File: src/rtl/branch_resolve_unit.sv
// ---------------------------------------------------------------------------
// branch_resolve_unit
// Resolves RV32I control-flow instructions (BEQ/BNE/BLT/BGE/BLTU/BGEU/JAL/
// JALR) in EX. It also keeps a direct-mapped table of 2-bit saturating
// counters (BHT) that fetch reads for predictions. It issues a registered
// one-cycle redirect/flush to the front end, and counts resolved branches
// and branch mispredicts.
//
// Ports:
//   clk, rst        clock and synchronous active-high reset
//   f_pc            fetch PC used for the BHT lookup
//   f_pred_taken    combinational prediction (MSB of the indexed counter)
//   ex_valid        EX holds a valid instruction
//   ex_branch/jal/jalr  instruction type (jalr > jal > branch)
//   ex_funct3       branch condition select
//   ex_pc, ex_imm   PC and sign-extended immediate of the EX instruction
//   ex_rs1, ex_rs2  operands
//   ex_pred_taken   prediction carried from fetch
//   redirect, redirect_pc, flush   registered front-end redirect
//   branch_cnt, mispredict_cnt     wrapping performance counters
// ---------------------------------------------------------------------------
module branch_resolve_unit #(
  parameter int XLEN        = 32,
  parameter int BHT_ENTRIES = 16,
  parameter int CNT_W       = 16
) (
  input  logic             clk,
  input  logic             rst,
  input  logic [XLEN-1:0]  f_pc,
  output logic             f_pred_taken,
  input  logic             ex_valid,
  input  logic             ex_branch,
  input  logic             ex_jal,
  input  logic             ex_jalr,
  input  logic [2:0]       ex_funct3,
  input  logic [XLEN-1:0]  ex_pc,
  input  logic [XLEN-1:0]  ex_imm,
  input  logic [XLEN-1:0]  ex_rs1,
  input  logic [XLEN-1:0]  ex_rs2,
  input  logic             ex_pred_taken,
  output logic             redirect,
  output logic [XLEN-1:0]  redirect_pc,
  output logic             flush,
  output logic [CNT_W-1:0] branch_cnt,
  output logic [CNT_W-1:0] mispredict_cnt
);

  localparam int IDX_W = $clog2(BHT_ENTRIES);
  localparam logic [XLEN-1:0]  PC_STEP  = XLEN'(32'd4);
  localparam logic [CNT_W-1:0] CNT_ONE  = CNT_W'(32'd1);

  // Saturating 2-bit counter step toward taken (up=1) or not-taken (up=0).
  function automatic logic [1:0] sat_step(input logic [1:0] cnt, input logic up);
    logic [1:0] res;
    if (up) begin
      res = (cnt == 2'b11) ? 2'b11 : cnt + 2'b01;
    end else begin
      res = (cnt == 2'b00) ? 2'b00 : cnt - 2'b01;
    end
    return res;
  endfunction

  logic [1:0]       r_bht [BHT_ENTRIES];
  logic             r_redirect;
  logic [XLEN-1:0]  r_redirect_pc;
  logic [CNT_W-1:0] r_branch_cnt;
  logic [CNT_W-1:0] r_mispredict_cnt;

  logic             w_accept;
  logic             w_taken;
  logic             w_legal;
  logic [IDX_W-1:0] w_f_idx;
  logic [IDX_W-1:0] w_ex_idx;
  logic [XLEN-1:0]  w_br_target;
  logic [XLEN-1:0]  w_jalr_target;
  logic [XLEN-1:0]  w_fallthru;
  logic             w_redirect_nxt;
  logic [XLEN-1:0]  w_redirect_pc_nxt;
  logic             w_bht_we;
  logic             w_mispredict;
  logic             w_unused_pc_bits;

  assign w_f_idx          = f_pc[IDX_W+1:2];
  assign w_ex_idx         = ex_pc[IDX_W+1:2];
  assign w_unused_pc_bits = ^{f_pc[XLEN-1:IDX_W+2], f_pc[1:0]};

  // Prediction is read straight from the table: a same-cycle write is not
  // bypassed, so fetch sees the old counter until the next cycle.
  assign f_pred_taken = r_bht[w_f_idx][1];

  // An instruction sitting in EX while a redirect is out is wrong-path.
  assign w_accept = ex_valid & ~r_redirect;

  assign w_br_target   = ex_pc + ex_imm;
  assign w_jalr_target = (ex_rs1 + ex_imm) & ~(XLEN'(32'd1));
  assign w_fallthru    = ex_pc + PC_STEP;

  // Branch condition evaluation; funct3 010/011 are illegal (not taken).
  always_comb begin
    w_taken = 1'b0;
    w_legal = 1'b1;
    case (ex_funct3)
      3'b000:  w_taken = (ex_rs1 == ex_rs2);
      3'b001:  w_taken = (ex_rs1 != ex_rs2);
      3'b100:  w_taken = ($signed(ex_rs1) <  $signed(ex_rs2));
      3'b101:  w_taken = ($signed(ex_rs1) >= $signed(ex_rs2));
      3'b110:  w_taken = (ex_rs1 <  ex_rs2);
      3'b111:  w_taken = (ex_rs1 >= ex_rs2);
      default: begin
        w_taken = 1'b0;
        w_legal = 1'b0;
      end
    endcase
  end

  // Redirect / BHT-update / mispredict decision for the accepted instruction.
  always_comb begin
    w_redirect_nxt    = 1'b0;
    w_redirect_pc_nxt = r_redirect_pc;
    w_bht_we          = 1'b0;
    w_mispredict      = 1'b0;
    if (w_accept) begin
      if (ex_jalr) begin
        w_redirect_nxt    = 1'b1;
        w_redirect_pc_nxt = w_jalr_target;
      end else if (ex_jal) begin
        w_redirect_nxt    = 1'b1;
        w_redirect_pc_nxt = w_br_target;
      end else if (ex_branch && w_legal) begin
        w_bht_we = 1'b1;
        // Correct predictions need no redirect: fetch already followed them.
        if (w_taken != ex_pred_taken) begin
          w_mispredict      = 1'b1;
          w_redirect_nxt    = 1'b1;
          w_redirect_pc_nxt = w_taken ? w_br_target : w_fallthru;
        end else begin
          w_mispredict = 1'b0;
        end
      end else begin
        w_redirect_nxt = 1'b0;
      end
    end else begin
      w_redirect_nxt = 1'b0;
    end
  end

  // Redirect outputs and performance counters.
  always_ff @(posedge clk) begin
    if (rst) begin
      r_redirect       <= 1'b0;
      r_redirect_pc    <= '0;
      r_branch_cnt     <= '0;
      r_mispredict_cnt <= '0;
    end else begin
      r_redirect    <= w_redirect_nxt;
      r_redirect_pc <= w_redirect_pc_nxt;
      if (w_bht_we) begin
        r_branch_cnt <= r_branch_cnt + CNT_ONE;
      end
      if (w_mispredict) begin
        r_mispredict_cnt <= r_mispredict_cnt + CNT_ONE;
      end
    end
  end

  // Branch history table: reset to weakly not-taken, train on legal branches.
  always_ff @(posedge clk) begin
    if (rst) begin
      for (int i = 0; i < BHT_ENTRIES; i++) begin
        r_bht[i] <= 2'b01;
      end
    end else if (w_bht_we) begin
      r_bht[w_ex_idx] <= sat_step(r_bht[w_ex_idx], w_taken);
    end
  end

  assign redirect       = r_redirect;
  assign flush          = r_redirect;
  assign redirect_pc    = r_redirect_pc;
  assign branch_cnt     = r_branch_cnt;
  assign mispredict_cnt = r_mispredict_cnt;

endmodule
File: config.mk
export PLATFORM = sky130hd
export DESIGN_NAME = branch_resolve_unit
export DESIGN_NICKNAME = d
export VERILOG_FILES = /design/src/rtl/branch_resolve_unit.sv
export SDC_FILE = /design/constraint.sdc
export NUM_CORES = 1
export LEC_CHECK = 0
export CORE_UTILIZATION = 30
export CTS_CLUSTER_SIZE = 28
export DETAILED_ROUTE_END_ITERATION = 8
export HOLD_SLACK_MARGIN = 0.15
export PLACE_DENSITY = 0.63
export SYNTH_ARGS = -nofsm -noshare
export SYNTH_HDL_FRONTEND = slang
export SYNTH_SLANG_ARGS = --single-unit
File: constraint.sdc
create_clock -name clk -period 5.85 [get_ports clk]
set_clock_uncertainty 0.05 [all_clocks]
set_input_delay 1.4625 -clock clk [delete_from_list [all_inputs] [get_ports clk]]
set_output_delay 1.4625 -clock clk [all_outputs]
set_load 0.1 [all_outputs]
==> qor.yml <==
run_status:
  status: "complete, no violations"
synthesis:
  syn_area_um2: 9822
  ys_seq_elements: 97
  postSynthCellCount: 1194
  yosys_warnings: 0
  synth_cell_types: 88
  synth_area_per_cell_um2: 8.226
  synthFlopType: "dfxtp_1"
  seq_area_frac_synth: 0.2303
  async_reset_ff_frac: 0
  synth_edf_count: 32
  synth.net_count: 1465
clocking:
  cts_tree: "done"
  holdBufCountCts: 0
  clockBufferDepth: 2
  post_cts_buffers: 0
  cts.root.buffer_cell: "clkbuf_16"
  cts.sinks: 97
  htreeDepth: 3
  numCtsBuffers: 9
  clk_pin_slew_ps: 80
  clkLatencyLatePin_ps: 360
  cts_resized: 0
setup_path:
  critPathMaxStageDelay_ps: 550
  critPathLaunchType: "primary input"
  ff2ff_path_depth: 6
  crit_type: "primary input to register"
  end_kind: "register"
  regToRegSetupSlack_ps: 3090
  worstPathRequired_ps: 6000
  slowest_stage: "clkdlybuf4s50_1"
  r2r_start: "r_bht[2][1]"
  r2r-end: "r_bht[6][0]"
  crit_top_cell: "a21oi_1"
  critPathMaxFanout: 3
  worstPathArrival_ps: 5370
  path_cells: "clkdlybuf4s50_1, ha_1, inv_1, fa_1, nand2b_1, a211oi_1, a2111oi_2, o21ai_0, nand4_1, a21oi_1, a311o_1, a21oi_1, o41ai_1, a311oi_1"
power_and_ir_drop:
  p_leak_nw: 4.848
  cell_internal_pwr_mw: 1.440
  p_switching_mw: 0.9891
  p_sw_frac: 0.4071
  ir_drop_uv: 135.9
  p_comb_frac: 0.440
  pwr-share-clk: 0.252
  p_per_area_nw_per_um2: 191.4
  seqPwrFrac: 0.308
drt:
  drt_wl_total_mm: 30.79
  vias: 9656
  postRouteAntennaNets: 0
  drt_iter0_markers: 571
  drc: 0
  post_drt_wl_per_cell_um: 16.88
  via_per_inst: 5.294
  first_pass_iters: 5
sta:
  min_period_ps: 5218
  rsz0062_at_grt: "false"
  tns_ps: 0
  finalSetupViolations: 0
  relSlewSlack: 0.2920
  finalCritPeriodShare: 0.8920
  drv_slew: 0
  worstMarginPinSlew_ps: 1059
  fmax_ghz: 0.1916
  finalHoldViolCount: 0
placement:
  place_area_um2: 12390
  place_congestion: 0.9069
  dp_hpwl_mm: 24.98
  io_buffers: 208
worst_hold_path:
  min_from: "redirect_pc[28]"
  whs_endpoint: "redirect_pc[28]"
  hold_path.class: "register to register"
  holdPathStages: 2
flow_run:
  drv_cap: 0
grt:
  grt_overflow: 0
  grt_use_total: 0.1812
  grt_pass1_vias: 9015
  grt_pass1_wl_mm: 47.77
  antenna_found_initial: 2
  grt_max_degree: 57
layout:
  drive_above_1_share: 0.07205
  layout_common_cells: "clkdlybuf4s50_1, nand2_1, nor2_1"
  final_common_cell: "clkdlybuf4s50_1"
  final_area_um2: 12690
  final_nets: 1654
  synthToLayoutAreaGrowth_pct: 29.22
floorplanning:
  start_util: 0.3081
  coreArea_um2: 31880
  ioPinCount: 237
  die_w_um: 182.9
  dieArea_um2: 33470
  die_h_um: 182.9
  row_count: 65
==> layer usage <==
metal  share of wire  track usage
met1            0.46       0.2479
met2            0.46       0.2951
met3           0.063      0.02720
met4           0.017      0.05000
met5         0.00026            0
==> flip-flops by register name, summed over array words and instances (netlist names) <==
name            cells
branch_cnt         16
flush               1
mispredict_cnt     16
r_bht              32
redirect_pc        32
==> layout make-up <==
type | instances | area, µm²
Antenna cell | 1 | 2.502
Clock buffer | 9 | 225.2
Clock inverter | 7 | 73.82
Fill cell | 3193 | 19190
Inverter | 60 | 225.2
Multi-Input combinational cell | 991 | 7132
Sequential cell | 97 | 2262
Tap cell | 435 | 544.3
Timing Repair Buffer | 224 | 2227
==> how the worst max path moves through the flow <==
stage                      end        from  cells past startpoint
3_5_place_dp   redirect_pc[30]   ex_imm[0]                     14
2_1_floorplan      r_bht[2][1]  ex_rs2[27]                     13
6_report       redirect_pc[30]   ex_imm[0]                     14
5_1_grt        redirect_pc[30]   ex_imm[0]                     14
3_3_place_gp   redirect_pc[30]   ex_imm[0]                     14
4_1_cts        redirect_pc[30]   ex_imm[0]                     14
==> synth_stat cells (7+ instances only) <==
library cell	n	area, µm²
inv_1	60	225.2
nand2_1	123	461.7
nand4_1	16	100.1
and4_1	7	61.31
or3_1	12	75.07
nand3_1	50	250.2
and3_1	16	100.1
nor2_1	118	442.9
mux2i_1	9	90.09
nor3_1	20	100.1
and2_1	8	50.05
mux4_2	14	315.3
a21oi_1	69	345.3
edfxtp_1	32	960.9
xor2_1	48	420.4
dfxtp_1	65	1301
a311oi_2	7	105.1
a311oi_1	18	157.7
o21bai_1	20	150.1
a211oi_1	16	120.1
clkbuf_1	33	123.9
o21a_1	12	90.09
nand2b_1	26	162.7
buf_2	7	35.03
o211ai_1	24	180.2
nor2b_1	20	125.1
xnor2_1	45	394.1
ha_1	99	1239
a21o_1	25	187.7
o21ai_0	59	295.3
==> stage by stage <==
step	setup slack [ps]	power, mW	hold slack (ps)	instances	util
6_report	631.7	2.430	451.8	1824	0.3981
5_1_grt	345.8	2.572	482.8	1823	0.3980
4_1_cts	711.4	2.453	455.1	1823	0.3980
3_5_place_dp	379.1	1.831	443.0	1807	0.3887
3_3_place_gp	411.7	1.819	433.9	1807	0.3887
2_1_floorplan	1640	1.498	860.4	1194	-
==> power by group through the flow <==
stage	Clock (mW)	Combinational, mW	Sequential (mW)
2_1_floorplan	0	0.544	0.954
3_3_place_gp	0	1.05	0.765
3_5_place_dp	0	1.07	0.766
4_1_cts	0.635	1.07	0.750
5_1_grt	0.661	1.16	0.753
6_report	0.612	1.07	0.749
==> kinds of logic after synthesis <==
logic type | synth area share
XOR/XNOR | 0.08293
AO/OA/AOI/OAI | 0.2307
buffers and inverters | 0.04484
AND/OR/NAND/NOR | 0.2318
adder cells (fa/ha/maj) | 0.1324
flip-flops | 0.2303
multiplexers | 0.04701
==> worst max-delay path, delay by kind of cell <==
family,cells,cell delay (ps)
adder cells (fa/ha/maj),2,630
AO/OA/AOI/OAI,8,2250
buffers and inverters,2,620
AND/OR/NAND/NOR,2,430
No activity file was read; power rests on OpenSTA's default activity.
